===== src/rtl/time_set_ctrl.sv =====
// Button-driven time-setting controller: debounces mode/inc buttons, runs RUN/SET_HOUR/SET_MIN,
// auto-repeats inc and emits load strobes. Optional idle abandon enabled by `define TIME_SET_TIMEOUT_EN.
module time_set_ctrl #(
  parameter int unsigned DEBOUNCE_CYCLES = 500000,
  parameter int unsigned REPEAT_DELAY    = 25000000,
  parameter int unsigned REPEAT_RATE     = 5000000,
  parameter int unsigned TIMEOUT_CYCLES  = 500000000
) (
  input  logic       clk,
  input  logic       reset_n,
  input  logic       btn_mode,
  input  logic       btn_inc,
  input  logic [4:0] cur_hour,
  input  logic [5:0] cur_min,
  output logic [4:0] set_hour,
  output logic [5:0] set_min,
  output logic       load_h,
  output logic       load_m,
  output logic       sec_clr,
  output logic [1:0] mode
);

  localparam int DB_W = $clog2(DEBOUNCE_CYCLES + 1);
  localparam int RP_W = $clog2(REPEAT_DELAY + REPEAT_RATE + 1);

  typedef enum logic [1:0] {
    S_RUN  = 2'd0,
    S_HOUR = 2'd1,
    S_MIN  = 2'd2
  } state_e;

  // Index 0 = mode button, index 1 = inc button; all levels active-high after the synchronizer.
  logic [1:0]      btn_raw;
  logic [1:0]      sync1_q, sync2_q, acc_q, acc_prev_q, press_q;
  logic [DB_W-1:0] db_cnt_q [2];

  assign btn_raw = {btn_inc, btn_mode};

  always_ff @(posedge clk) begin
    if (!reset_n) begin
      sync1_q    <= '0;
      sync2_q    <= '0;
      acc_q      <= '0;
      acc_prev_q <= '0;
      press_q    <= '0;
      for (int i = 0; i < 2; i++) db_cnt_q[i] <= '0;
    end else begin
      sync1_q    <= ~btn_raw;
      sync2_q    <= sync1_q;
      acc_prev_q <= acc_q;
      press_q    <= acc_q & ~acc_prev_q;
      for (int i = 0; i < 2; i++) begin
        if (sync2_q[i] == acc_q[i]) begin
          db_cnt_q[i] <= '0;
        end else if (db_cnt_q[i] == DB_W'(DEBOUNCE_CYCLES - 1)) begin
          acc_q[i]    <= ~acc_q[i];
          db_cnt_q[i] <= '0;
        end else begin
          db_cnt_q[i] <= db_cnt_q[i] + 1'b1;
        end
      end
    end
  end

  // Hold counter restarts at 1 after each press/repeat; the compare target switches from delay to rate.
  logic [RP_W-1:0] hold_cnt_q;
  logic            hold_act_q, rep_phase_q;
  logic            rep_ev;

  assign rep_ev = acc_q[1] & hold_act_q &
                  (hold_cnt_q == (rep_phase_q ? RP_W'(REPEAT_RATE) : RP_W'(REPEAT_DELAY)));

  always_ff @(posedge clk) begin
    if (!reset_n || !acc_q[1]) begin
      hold_cnt_q  <= '0;
      hold_act_q  <= 1'b0;
      rep_phase_q <= 1'b0;
    end else if (press_q[1]) begin
      hold_cnt_q  <= RP_W'(1);
      hold_act_q  <= 1'b1;
      rep_phase_q <= 1'b0;
    end else if (hold_act_q) begin
      if (rep_ev) begin
        hold_cnt_q  <= RP_W'(1);
        rep_phase_q <= 1'b1;
      end else begin
        hold_cnt_q  <= hold_cnt_q + 1'b1;
      end
    end
  end

  logic   mode_ev, inc_ev, timeout_hit;
  state_e state_q;
  logic [4:0] edit_h_q;
  logic [5:0] edit_m_q;
  logic       load_h_q, load_m_q, sec_clr_q;

  assign mode_ev = press_q[0];
  assign inc_ev  = press_q[1] | rep_ev;

`ifdef TIME_SET_TIMEOUT_EN
  localparam int TO_W = $clog2(TIMEOUT_CYCLES + 1);
  logic [TO_W-1:0] idle_q;

  assign timeout_hit = (idle_q == TO_W'(TIMEOUT_CYCLES - 1));

  always_ff @(posedge clk) begin
    if (!reset_n || state_q == S_RUN || mode_ev || inc_ev) idle_q <= '0;
    else if (!timeout_hit) idle_q <= idle_q + 1'b1;
  end
`else
  assign timeout_hit = 1'b0;
`endif

  // Mode events take priority over inc events arriving in the same cycle.
  always_ff @(posedge clk) begin
    if (!reset_n) begin
      state_q   <= S_RUN;
      edit_h_q  <= '0;
      edit_m_q  <= '0;
      load_h_q  <= 1'b0;
      load_m_q  <= 1'b0;
      sec_clr_q <= 1'b0;
    end else begin
      load_h_q  <= 1'b0;
      load_m_q  <= 1'b0;
      sec_clr_q <= 1'b0;
      case (state_q)
        S_RUN: begin
          if (mode_ev) begin
            edit_h_q <= cur_hour;
            edit_m_q <= cur_min;
            state_q  <= S_HOUR;
          end
        end
        S_HOUR: begin
          if (mode_ev) state_q <= S_MIN;
          else if (inc_ev) edit_h_q <= (edit_h_q == 5'd23) ? 5'd0 : edit_h_q + 5'd1;
          else if (timeout_hit) state_q <= S_RUN;
        end
        S_MIN: begin
          if (mode_ev) begin
            state_q   <= S_RUN;
            load_h_q  <= 1'b1;
            load_m_q  <= 1'b1;
            sec_clr_q <= 1'b1;
          end else if (inc_ev) begin
            edit_m_q <= (edit_m_q == 6'd59) ? 6'd0 : edit_m_q + 6'd1;
          end else if (timeout_hit) begin
            state_q <= S_RUN;
          end
        end
        default: state_q <= S_RUN;
      endcase
    end
  end

  assign set_hour = edit_h_q;
  assign set_min  = edit_m_q;
  assign load_h   = load_h_q;
  assign load_m   = load_m_q;
  assign sec_clr  = sec_clr_q;
  assign mode     = state_q;

endmodule

===== config.mk =====
export PLATFORM = sky130hd
export DESIGN_NAME = time_set_ctrl
export DESIGN_NICKNAME = d
export VERILOG_FILES = /design/src/rtl/time_set_ctrl.sv
export SDC_FILE = /design/constraint.sdc
export NUM_CORES = 1
export LEC_CHECK = 0
export ABC_AREA = 1
export CORE_MARGIN = 4
export CORE_UTILIZATION = 59
export CTS_BUF_LIST = sky130_fd_sc_hd__clkbuf_16
export DETAILED_ROUTE_END_ITERATION = 10
export GPL_TIMING_DRIVEN = 0
export MAX_ROUTING_LAYER = met4
export PLACE_DENSITY_LB_ADDON = 0.12
export SKIP_CTS_REPAIR_TIMING = 1
export SLEW_MARGIN = 0
export SYNTH_ARGS = -nofsm -noshare
export SYNTH_HDL_FRONTEND = slang
export SYNTH_SLANG_ARGS = --single-unit

===== constraint.sdc =====
create_clock -name clk -period 1.95 [get_ports clk]
set_input_delay 0.39 -clock clk [delete_from_list [all_inputs] [get_ports clk]]
set_output_delay 0.39 -clock clk [all_outputs]
set_load 0.02 [all_outputs]

==> impl_metrics.tcl <==
set metrics [dict create \
    portBuffers 30 \
    dp_cells 803 \
    drtAntennaViolNets 0 \
    cts-htree-levels 3 \
    power_switching_uw 822 \
    areaGrowthSynthToFinish_pct 21.0 \
    finalCriticalPeriod_ns 1.89 \
    tns_ns 0 \
    grt_max_degree 15 \
    yosysSeqAreaShare_pct 44.5 \
    fin_area_sq_mm 0.00587 \
    vias_per_cell 5.16 \
    cts.sinks 89 \
    dr.first_iter.drc_count 202 \
    gp_routability_congestion 0.922 \
    die_h_um 98.7 \
    wire_per_inst_um 12.5 \
    fmax_mhz 529 \
    syn_avg_cell_area_sq_um 7.66 \
    fp.coreArea_sq_mm 0.00785 \
    fin_nets 744 \
    start_kind "register" \
    hold_viol 0 \
    cts_root_buffer "clkbuf_16" \
    status "finished, final reports clean" \
    p_seq_share_pct 51.3 \
    globalRouteTotalUtil_pct 22.3 \
    setup_violations 0 \
    grt_setup_unrepaired "true" \
    synth_seq_cells 89 \
    powerDensity_mw_per_mm2 669 \
    final_common_cell "nand2_1" \
    drt-pass1-iter-count 5 \
    slew_viol_final 0 \
    grt_pass1_wl_um 17700 \
    critPathKind "register to register" \
    p_clk_share_pct 44.7 \
    overflow 0 \
    dpl-instance-area_sq_mm 0.00542 \
    dieArea_sq_mm 0.00974 \
    ios 31 \
    combPwrFrac_pct 3.9 \
    clk_pin_slew_ns 0.06 \
    antenna_found_initial 0 \
    start_util_pct 61.9 \
    cts_made_buffers 9 \
    clockBufferDepth 2 \
    antenna_cells 0 \
    rows 32 \
    cp_data_arrival_time_ns 1.97 \
    vias 4284 \
    leakagePower_nw 2.34 \
    fin_skew_ns 0.00816 \
    path_max_fanout 10 \
    fin_cells 830 \
    end_kind "register" \
    drc_errors 0 \
    insertion_delay_ns 0.33 \
    cts_tree "yes" \
    synthCells 634 \
    drive_gt1_share_pct 10.3 \
    crit_required_ns 2.03 \
    wl_um 10400 \
    hpwl_um 7350 \
    ys_types 43 \
    p_total_mw 3.93 \
    switching_share_pct 20.9 \
    internal_power_mw 3.11 \
    die_x_um 98.7 \
    yosys_warnings 0 \
    period_share_pct 96.9 \
    grt_pass1_vias 4146 \
    final_cell_mix "129 x nand2_1, 102 x nor2_1, 82 x inv_1" \
    max_cap_violations 0 \
    hold_class "register to register" \
    syn_area_sq_mm 0.00485 \
    irDropWorstVdd_uv 501 \
]
[critical path: stages (launching register included)]
cell and delay [ns]:
edfxtp_1 0.48, inv_2 0.11, nand4_1 0.12, nor4_2 0.30
nand3_2 0.20, nand2_4 0.17, buf_4 0.19, nor2_1 0.07
[power by group through the flow]
| stage | combinational, mW | sequential [mW] | clock (mW) |
|---|---|---|---|
| 5_1_grt | 0.174 | 2.02 | 1.86 |
| 6_report | 0.155 | 2.02 | 1.76 |
| 3_5_place_dp | 0.135 | 2.06 | 0 |
| 4_1_cts | 0.136 | 2.02 | 1.77 |
| 3_3_place_gp | 0.131 | 2.05 | 0 |
| 2_1_floorplan | 0.0893 | 2.05 | 0 |
[cell usage after synthesis]
cell      instances  area share [%]
nand2_1         130              10
nor2_1          106             8.2
inv_1            81             6.3
dfxtp_1          51              21
edfxtp_1         38              24
nand3_1          31             3.2
nor3_1           29             3.0
xor2_1           25             4.5
a21oi_1          23             2.4
nand4_1          19             2.4
o21ai_0          16             1.6
inv_2             9            0.70
xnor2_1           9             1.6
ha_1              6             1.5
nor4_1            6            0.77
nand3b_1          5            0.77
buf_2             4            0.41
buf_4             4            0.62
nor3b_1           4            0.62
nand2_2           3            0.39
nor2_2            3            0.39
nor3_2            3            0.62
o21ai_1           3            0.31
a31oi_1           2            0.26
nand2_4           2            0.46
nand3_2           2            0.41
nor2_4            2            0.46
nor3_4            2            0.67
or2_1             2            0.26
a211oi_1          1            0.15
a211oi_4          1            0.41
a22o_1            1            0.18
a22oi_1           1            0.15
clkinv_1          1           0.077
conb_1            1           0.077
inv_4             1            0.13
mux2i_1           1            0.21
nor3b_2           1            0.26
nor4_2            1            0.26
o211ai_1          1            0.15
o21a_1            1            0.15
o31ai_1           1            0.15
or2_0             1            0.13
[final timing paths]
check,startpoint,end,slack [ns],cells after the start
setup reg to reg,db_cnt_q[0][11],db_cnt_q[0][9],0.06,7
hold / removal,acc_prev_q[0],press_q[0],0.40,1
setup / recovery,db_cnt_q[0][11],db_cnt_q[0][9],0.06,7
hold reg to reg,acc_prev_q[0],press_q[0],0.40,1
[per-layer routing]
metal / part of all wire (%) / track usage [%] / up-vias
met4: 1.1 / 7.56 / 0
met2: 49 / 36.9 / 117
li1: - / - / 2198
met3: 4.7 / 3.82 / 14
met1: 45 / 27.8 / 1955
met5: 0 / - / -
[stage by stage]
| step | hold WS, ns | utilization, % | worst slack, ns |
|---|---|---|---|
| floorplan | 0.368 | - | 0.272 |
| global placement | 0.373 | 69.1 | -0.124 |
| detailed placement | 0.384 | 69.1 | -0.130 |
| CTS | 0.393 | 73.0 | -0.0648 |
| global route | 0.395 | 74.8 | -0.0512 |
| finish | 0.395 | 74.8 | 0.0612 |
[registers in the layout, summed over array words and instances, names as in the netlist]
register,cells
acc_prev_q,2
db_cnt_q,38
rep_phase_q,1
set_hour,5
sync2_q,2
acc_q,2
set_min,6
sync1_q,2
hold_cnt_q,25
press_q,2
hold_act_q,1
mode,2
sec_clr,1
[final cells by class]
class | instances | area, sq um
plain buffers | 8 | 52.6
flip-flops and latches | 89 | 2160
clock buffers | 10 | 250
inverters | 92 | 348
clock inverters | 6 | 56.3
fillers | 602 | 1980
repair buffers | 41 | 395
multi-input cells | 482 | 2480
well taps | 102 | 128
[kinds of logic after synthesis]
family / Yosys count / share of synthesized area (%)
AND/OR/NAND/NOR: 352 / 33.4
XOR/XNOR: 34 / 6.13
flip-flops: 89 / 44.5
multiplexers: 1 / 0.206
other: 1 / 0.0772
buffers and inverters: 100 / 8.20
AO/OA/AOI/OAI: 51 / 5.95
adder cells (fa/ha/maj): 6 / 1.55
Power figures use the tool's default switching activity.
